## src/rtl/id_ex_pkg.sv

```systemverilog
// Shared widths and payload layout for the decode->execute stage.
package id_ex_pkg;

  localparam int XLEN     = 32;   // PC width
  localparam int VLEN     = 128;  // operand / immediate width
  localparam int ALU_OP_W = 4;
  localparam int AI_OP_W  = 3;
  localparam int REG_W    = 5;

  // Everything the execute side needs from decode, moved as one beat.
  typedef struct packed {
    logic [XLEN-1:0]     pc;
    logic [VLEN-1:0]     imm;
    logic [VLEN-1:0]     rd1;
    logic [VLEN-1:0]     rd2;
    logic [ALU_OP_W-1:0] alu_op;
    logic [REG_W-1:0]    rs1;
    logic [REG_W-1:0]    rs2;
    logic [REG_W-1:0]    rd;
    logic                regwrite;
    logic                is_ai;
    logic [AI_OP_W-1:0]  ai_opcode;
  } id_ex_payload_t;

  localparam int PAYLOAD_W = $bits(id_ex_payload_t);

  // Source selected for the main (output-facing) entry on a given edge.
  typedef enum logic [1:0] {
    LOAD_NONE = 2'd0,
    LOAD_IN   = 2'd1,
    LOAD_SKID = 2'd2
  } main_load_e;

endpackage

```

## src/rtl/pipe_skid_buf.sv

```systemverilog
// Generic 2-entry valid/ready skid buffer with synchronous flush.
// The main entry feeds the output; the skid entry absorbs the one beat that
// can arrive while in_ready is still high after downstream has stalled.
// in_ready depends only on the skid valid flop, never on out_ready.
module pipe_skid_buf
  import id_ex_pkg::*;
#(
  parameter int W = 8
) (
  input  logic         clk,
  input  logic         reset,
  input  logic         flush,
  input  logic         in_valid,
  output logic         in_ready,
  input  logic [W-1:0] in_data,
  output logic         out_valid,
  input  logic         out_ready,
  output logic [W-1:0] out_data
);

  logic         main_valid, skid_valid;
  logic         main_valid_d, skid_valid_d;
  logic [W-1:0] main_data, skid_data;
  main_load_e   main_sel;
  logic         skid_load;
  logic         accept, drain;

  assign in_ready  = ~skid_valid;
  assign out_valid = main_valid;
  assign out_data  = main_data;

  assign accept = in_valid & in_ready;
  assign drain  = main_valid & out_ready;

  // Next occupancy and load enables; flush overrides every other event.
  always_comb begin
    // NOTE: every output gets a default first so no path leaves it unassigned (no latch).
    main_valid_d = main_valid;
    skid_valid_d = skid_valid;
    main_sel     = LOAD_NONE;
    skid_load    = 1'b0;
    if (flush) begin
      main_valid_d = 1'b0;
      skid_valid_d = 1'b0;
    end else if (!main_valid) begin
      // Skid is never occupied while main is empty.
      if (accept) begin
        main_sel     = LOAD_IN;
        main_valid_d = 1'b1;
      end
    end else if (drain) begin
      if (skid_valid) begin
        main_sel     = LOAD_SKID;
        skid_valid_d = 1'b0;
      end else if (accept) begin
        main_sel = LOAD_IN;
      end else begin
        main_valid_d = 1'b0;
      end
    end else if (accept) begin
      skid_load    = 1'b1;
      skid_valid_d = 1'b1;
    end
  end

  // Occupancy flags.
  always_ff @(posedge clk or posedge reset) begin
    // NOTE: non-blocking assignments so every flop samples pre-edge values.
    if (reset) begin
      main_valid <= 1'b0;
      skid_valid <= 1'b0;
    end else begin
      main_valid <= main_valid_d;
      skid_valid <= skid_valid_d;
    end
  end

  // Enable-gated payload storage; holds its value when nothing moves.
  always_ff @(posedge clk or posedge reset) begin
    // NOTE: the payload store is reset too, so outputs read 0 during and after reset.
    if (reset) begin
      main_data <= '0;
      skid_data <= '0;
    end else begin
      unique case (main_sel)
        LOAD_IN:   main_data <= in_data;
        LOAD_SKID: main_data <= skid_data;
        default:   ;
      endcase
      if (skid_load) skid_data <= in_data;
    end
  end

endmodule

```

## src/rtl/id_ex_elastic_stage.sv

```systemverilog
// Decode->execute elastic pipeline stage: skid-buffered payload, control
// gating on empty slots and a saturating downstream-stall counter.
module id_ex_elastic_stage
  import id_ex_pkg::*;
#(
  parameter int CNT_W = 16
) (
  input  logic                clk,
  input  logic                reset,
  input  logic                flush,
  input  logic                in_valid,
  output logic                in_ready,
  input  logic [XLEN-1:0]     pc_in,
  input  logic [VLEN-1:0]     imm_in,
  input  logic [VLEN-1:0]     read_data1_in,
  input  logic [VLEN-1:0]     read_data2_in,
  input  logic [ALU_OP_W-1:0] alu_op_in,
  input  logic [REG_W-1:0]    rs1_in,
  input  logic [REG_W-1:0]    rs2_in,
  input  logic [REG_W-1:0]    rd_in,
  input  logic                regwrite_in,
  input  logic                is_ai_in,
  input  logic [AI_OP_W-1:0]  ai_opcode_in,
  output logic                out_valid,
  input  logic                out_ready,
  output logic [XLEN-1:0]     pc_out,
  output logic [VLEN-1:0]     imm_out,
  output logic [VLEN-1:0]     read_data1_out,
  output logic [VLEN-1:0]     read_data2_out,
  output logic [ALU_OP_W-1:0] alu_op_out,
  output logic [REG_W-1:0]    rs1_out,
  output logic [REG_W-1:0]    rs2_out,
  output logic [REG_W-1:0]    rd_out,
  output logic                regwrite_out,
  output logic                is_ai_out,
  output logic [AI_OP_W-1:0]  ai_opcode_out,
  output logic [CNT_W-1:0]    stall_cycles
);

  localparam logic [CNT_W-1:0] CNT_MAX = '1;

  id_ex_payload_t in_pl, out_pl;

  assign in_pl = '{
    pc:        pc_in,
    imm:       imm_in,
    rd1:       read_data1_in,
    rd2:       read_data2_in,
    alu_op:    alu_op_in,
    rs1:       rs1_in,
    rs2:       rs2_in,
    rd:        rd_in,
    regwrite:  regwrite_in,
    is_ai:     is_ai_in,
    ai_opcode: ai_opcode_in
  };

  pipe_skid_buf #(
    .W (PAYLOAD_W)
  ) u_buf (
    .clk       (clk),
    .reset     (reset),
    .flush     (flush),
    .in_valid  (in_valid),
    .in_ready  (in_ready),
    .in_data   (in_pl),
    .out_valid (out_valid),
    .out_ready (out_ready),
    .out_data  (out_pl)
  );

  assign pc_out         = out_pl.pc;
  assign imm_out        = out_pl.imm;
  assign read_data1_out = out_pl.rd1;
  assign read_data2_out = out_pl.rd2;
  assign alu_op_out     = out_pl.alu_op;
  assign rs1_out        = out_pl.rs1;
  assign rs2_out        = out_pl.rs2;
  assign rd_out         = out_pl.rd;
  assign ai_opcode_out  = out_pl.ai_opcode;

  // Side-effecting controls must never fire from an empty slot (e.g. stale
  // data left behind by a flush), so they are qualified by out_valid.
  assign regwrite_out = out_pl.regwrite & out_valid;
  assign is_ai_out    = out_pl.is_ai & out_valid;

  // Count cycles where a beat is offered but downstream refuses it; sticks at max.
  always_ff @(posedge clk or posedge reset) begin
    if (reset) begin
      stall_cycles <= '0;
    end else if (out_valid && !out_ready && stall_cycles != CNT_MAX) begin
      stall_cycles <= stall_cycles + 1'b1;
    end
  end

endmodule

```

## config.mk

```make
export PLATFORM = sky130hd
export DESIGN_NAME = id_ex_elastic_stage
export DESIGN_NICKNAME = d
export VERILOG_FILES = /design/src/rtl/id_ex_pkg.sv /design/src/rtl/pipe_skid_buf.sv /design/src/rtl/id_ex_elastic_stage.sv
export SDC_FILE = /design/constraint.sdc
export NUM_CORES = 2
export LEC_CHECK = 0
export ABC_CLOCK_PERIOD_IN_PS = 36900
export CAP_MARGIN = 20
export CELL_PAD_IN_SITES_DETAIL_PLACEMENT = 1
export CELL_PAD_IN_SITES_GLOBAL_PLACEMENT = 1
export CORE_AREA = 2 2 350 352
export DETAILED_ROUTE_END_ITERATION = 6
export DIE_AREA = 0 0 352 354
export GPL_TIMING_DRIVEN = 0
export PLACE_DENSITY_LB_ADDON = 0.25
export SLEW_MARGIN = 20
export SYNTH_ARGS = -nofsm -noshare
export SYNTH_HDL_FRONTEND = slang
export SYNTH_SLANG_ARGS = --single-unit
```

## constraint.sdc

```tcl
create_clock -name clk -period 36.9 [get_ports clk]
set_clock_uncertainty 0.1 [all_clocks]
set_input_delay 7.38 -clock clk [delete_from_list [all_inputs] [get_ports clk]]
set_output_delay 7.38 -clock clk [all_outputs]
set_load 0.02 [all_outputs]
```

== Word level (Yosys, flattened, before mapping) ==
Index checks and enable logic that the tools add are counted.
Word-level totals
  register bits: 898
  bits of input ports: 445
  output and inout bits: 458
  word-level logic and storage cells: 39
Cells by class
  add/subtract/negate cells: 1
  equality and inequality tests: 3
  muxes and demuxes: 18
  bitwise operators: 5
  reduce and logical (&&, ||, !) cells: 7
Operators with widths (count)
  case mux 440 bit (2 select lines): 1
  adder 16 x 1 -> 16 bit (second input constant): 1
  != test 16 bit (second input constant): 1
  two-way mux 1 bit: 13
  two-way mux 2 bit: 4
  AND 1 bit: 4
  nonzero test 2 bit: 2
  nonzero test 3 bit: 1
  == test 2 x 1 -> 1 bit (second input constant): 1
  == test 2 bit (second input constant): 1
  logical AND 1 bit: 2
  AND reduction 2 bit: 1
  logical NOT 1 bit: 1
  NOT 1 bit: 1

== Depth between registers and ports, before layout ==
  depth after elaboration: 9
  depth in mapped cells: 10
  mapped depth without buffers: 6

== By module ==
A second synthesis with hierarchy kept.
Unflattened totals
  cell total of the unflattened synthesis: 2924
  area, all modules: 37131.9 um2
Modules (own cells, without submodules)
  pipe_skid_buf: times used 1, cells an instance 2852, area each 36322.3 um2, sequential area each 22071.2 um2
  id_ex_elastic_stage: times used 1, cells an instance 72, area each 809.5 um2, sequential area each 400.4 um2

== Least setup slack after synthesis ==
OpenSTA, ideal clock, no wires.
  path kind: in2reg
  start point: in in_valid
  end point: reg u_buf.main_data[0] (netlist: u_buf.out_data[0])
  library setup time: 83 ps
  data arrival time: 9192 ps
  data required time: 36717 ps
  slack: 27525 ps
  stages: 9
  path buffers: 4
  cells stage by stage: nand2_1 or3_1 ha_1 clkbuf_1 clkbuf_1 clkbuf_1 buf_1 nand2_1 o21ai_0
On the way
  longest elaborated chain between the ends: 8
  elaborated cells on any way between the ends: 10
  classes of those cells: eq/ne (2); mux (6); bitwise (1); reduce/logical (1)
RTL lines
  from (decl): RTL line id_ex_elastic_stage.sv:11  | input logic in_valid,
  AND 1 bit *: RTL line pipe_skid_buf.sv:32  | assign accept = in_valid & in_ready;
  two-way mux 1 bit *: RTL line pipe_skid_buf.sv:47, pipe_skid_buf.sv:55
  two-way mux 2 bit: RTL line pipe_skid_buf.sv:52  | if (skid_valid) begin
  two-way mux 2 bit: RTL line pipe_skid_buf.sv:51  | end else if (drain) begin
  two-way mux 2 bit *: RTL line pipe_skid_buf.sv:45  | end else if (!main_valid) begin
  two-way mux 2 bit *: RTL line pipe_skid_buf.sv:42  | if (flush) begin
  == test 2 bit / == test 2 x 1 -> 1 bit (equally long branches): RTL line pipe_skid_buf.sv:85  | unique case (main_sel)
  case mux 440 bit (2 select lines) / nonzero test 2 bit (equally long branches)
  to (signal assigned): RTL line pipe_skid_buf.sv:86  | LOAD_IN: main_data <= in_data;
  to (signal assigned): RTL line pipe_skid_buf.sv:87  | LOAD_SKID: main_data <= skid_data;
  to (decl): RTL line pipe_skid_buf.sv:23  | logic [W-1:0] main_data, skid_data;
Mark *: on every way between the ends. The rest lies on a longest branch, timed or not.
A chain may end at the register's enable or synchronous reset.

== Worst setup path after layout ==
  start point: in out_ready
  end point: reg u_buf.main_data[363] (netlist: u_buf.out_data[363])
On the way
  longest elaborated chain between the ends: 6
  elaborated cells on any way between the ends: 8
  classes of those cells: eq/ne (2); mux (4); bitwise (1); reduce/logical (1)
RTL lines
  from (decl): RTL line id_ex_elastic_stage.sv:25  | input logic out_ready,
  AND 1 bit *: RTL line pipe_skid_buf.sv:33  | assign drain = main_valid & out_ready;
  two-way mux 2 bit *: RTL line pipe_skid_buf.sv:51
  two-way mux 2 bit *: RTL line pipe_skid_buf.sv:45
  two-way mux 2 bit *: RTL line pipe_skid_buf.sv:42
  == test 2 bit / == test 2 x 1 -> 1 bit (equally long branches): RTL line pipe_skid_buf.sv:85
  case mux 440 bit (2 select lines) / nonzero test 2 bit (equally long branches)
Marked as above.

==> results.cfg <==
[run_status]
status = complete, no violations

[critical_path]
cp.required_ns = 37.39
critPathLaunchType = input pin
crit_chain = clkdlybuf4s50_1 > nor2b_1 > or3_1 > ha_1 > clkbuf_1 > clkbuf_2 > clkbuf_1 > clkbuf_1 > nand2_1 > o21ai_0
rrSetupSlack_ns = 32.44
cpPeakStageDelay_ns = 0.76
cp.arrival_ns = 11.59
crit_path_max_fanout = 10
rr_endpoint = u_buf.out_data[363]
crit_path_end_kind = flop
r2r_cells = 9
cpMostUsedCell = clkbuf_1
worstSetupPathType = in -> reg
crit_path_top_delay_cell = clkbuf_1
r2r-start = u_buf.out_valid

[pwr]
vdd.ir_drop.worst_mv = 0.0389
p_per_area_nw_per_um2 = 58.2
p_total_w = 0.00321
p_leak_nw = 23.4

[clock_network]
hold_buffers = 0
cts_tree = done
cts_max_path_buffers = 3
cts_resized = 0
postCtsSetupRepairBufs = 0
htree_levels = 3
path_clk_slew_ns = 0.06
cts_buffers = 104
clock-sinks = 898
clkLatencyLatePin_ns = 0.68
root_buffer = clkbuf_16

[routing]
antenna_left = 0
via_per_inst = 4.70
post_drt_wl_per_cell_um = 22.3
vias = 28716
routed_wl_mm = 136
drc = 0
drt-pass1-iter-count = 5
drt_iter0_drc = 1307

[synthesis]
synth_compound_area_frac = 0.0576
synth_xor_area_frac = 0.00218
synth_warnings = 0
synth-async-reset-ratio = 1.00
avgSynthCellArea_um2 = 12.0
synth_edf_count = 0
yosys.area_share.simple = 0.0467
synthCells = 3365
yosysSeqAreaShare = 0.558
netlist_area_um2 = 40300
yosys-mux-area-fraction = 0.233
synth.distinct_cells = 35
synthAdderAreaFrac = 0.000622
ys_ff_latch = 898
synth-main-ff-cell = dfrtp_1
syn_nets = 3812
synth_top_family_by_area = multiplexers

[hold_path]
hold_path_depth = 2
holdPathEnd = u_buf.out_data[4]
hp-class = reg -> reg
hold_start = u_buf.out_data[4]

[timing]
rsz0062_at_grt = no
relSlewSlack = 0.282
max_freq_mhz = 90.1
worst_pin_slew_ns = 1.08
fin_crit_sh = 0.301
setup_violations = 0
fin_ws_ns = 25.80
hold_viol_final = 0
drv_slew = 0
fin_crit_ns = 11.10

[cells_and_area]
multiInputGateArea_um2 = 13700
nNetsFinal = 4831
post-route-cell-area_um2 = 55100
drive_gt1_frac = 0.239
area.sequential_um2 = 22500
area_growth_pct = 36.9
fillers = 12869

[place]
place_ws_ns = 24.88
place_congestion = 0.823
dp_hpwl_mm = 103
io_buffer_count = 902
dpl-instance-area_um2 = 51600

[floorplanning]
start_util = 0.333
design.die.area_um2 = 125000
die_y_um = 354
core_area_um2 = 121000
ioPinCount = 903
die_x_um = 352
placement_rows = 128

[run]
cap_violations = 0

[grt]
grt_pass1_vias = 30765
grt_max_degree = 97
grt_use_total = 0.215
grt_pass1_wl_mm = 202
overflow = 0
antenna_found_initial = 45
cell families after synthesis:
logic type | after synthesis
flops | 898
mux | 882
fa+ha+maj | 2
compound gates | 458
xor+xnor | 10
simple gates | 479
buf+inv | 636
final cells by class:
class | count | share of cell area
diodes | 20 | 0.000908
plain buffers | 633 | 0.0742
clock buffers | 159 | 0.0561
clock inverters | 30 | 0.00631
inverters | 3 | 0.000340
multi-input cells | 1831 | 0.248
flip-flops and latches | 898 | 0.408
well taps | 1625 | 0.0369
repair buffers | 913 | 0.169
how the worst max path moves through the flow:
stage / startpoint / endpoint / slack [ns] / cells after the start
global placement: reset / u_buf.skid_data[175] / -9.27 / 2
global route: out_ready / u_buf.out_data[211] / 25.47 / 10
finish: out_ready / u_buf.out_data[363] / 25.80 / 10
detailed placement: out_ready / u_buf.out_data[209] / 24.88 / 10
CTS: out_ready / u_buf.out_data[209] / 25.57 / 10
floorplan: reset / stall_cycles[0] / 4.18 / 1
worst max-delay path: cells and delay by family:
family | cells | cell delay, ns
AO/OA/AOI/OAI | 1 | 0.10
AND/OR/NAND/NOR | 3 | 0.62
adder cells (fa/ha/maj) | 1 | 0.29
buffers and inverters | 5 | 3.16
per-layer routing:
| layer | track usage | vias up | share of wire |
|---|---|---|---|
| met2 | 0.369 | 731 | 0.50 |
| met5 | 0 | - | 0.0020 |
| met4 | 0.0742 | 42 | 0.027 |
| met3 | 0.0740 | 200 | 0.076 |
| li1 | - | 13111 | - |
| met1 | 0.251 | 14632 | 0.39 |
power by group:
part / leakage, nW / switching [W] / internal [W] / total [W]
sequential: 11.1 / 0.000124 / 0.00121 / 0.00134
clock: 1.70 / 0.000427 / 0.000611 / 0.00104
combinational: 10.6 / 0.000375 / 0.000456 / 0.000831
total: 23.4 / 0.000926 / 0.00228 / 0.00321
synthesized netlist by cell type (all sizes together) (6+ instances only):
| library cell | number | share of area |
|---|---|---|
| dfrtp | 898 | 0.56 |
| clkbuf | 103 | 0.0096 |
| a21oi | 6 | 0.00075 |
| mux2i | 440 | 0.11 |
| nor2 | 6 | 0.00056 |
| nand2 | 447 | 0.042 |
| buf | 530 | 0.092 |
| mux2 | 442 | 0.12 |
| o21ai | 442 | 0.055 |
| nand4 | 6 | 0.00093 |
| nand3 | 6 | 0.00075 |
| xnor2 | 10 | 0.0022 |
flip-flops by register name, summed over array words and instances, names as in the netlist:
register and cells:
u_buf.out_data 440, u_buf.out_valid 1, u_buf.skid_valid 1, stall_cycles 16
u_buf.skid_data 440
stage by stage:
stage / TNS, ns / std cells / util / hold slack (ns)
floorplan: 0 / 3365 / - / 0.346
global placement: -8129.28 / 5892 / 0.424 / 0.366
detailed placement: 0 / 5903 / 0.427 / 0.370
CTS: 0 / 6092 / 0.455 / 0.385
global route: 0 / 6110 / 0.456 / 0.400
finish: 0 / 6112 / 0.456 / 0.379
cell usage in the layout, fill, tap and decap left out, types with 2 or more instances in the layout:
| cell | instances |
|---|---|
| and3_1 | 3 |
| ha_1 | 2 |
| mux2i_1 | 440 |
| clkbuf_1 | 129 |
| mux2_1 | 43 |
| clkinv_2 | 17 |
| o21ai_0 | 442 |
| dfrtp_1 | 898 |
| nand4_1 | 6 |
| clkdlybuf4s50_1 | 902 |
| nand2_1 | 447 |
| buf_1 | 38 |
| a31oi_1 | 3 |
| inv_1 | 2 |
| diode_2 | 20 |
| xnor2_1 | 10 |
| clkbuf_16 | 105 |
| buf_2 | 54 |
| bufinv_16 | 5 |
| clkinv_8 | 3 |
| and4_1 | 2 |
| nand3_1 | 6 |
| clkbuf_8 | 26 |
| and2_1 | 2 |
| nor2_1 | 6 |
| mux2_2 | 399 |
| buf_16 | 11 |
| a21oi_1 | 6 |
| buf_4 | 438 |
| inv_6 | 3 |
| clkbuf_2 | 2 |
Note: power is estimated with default switching activity, not from simulation.
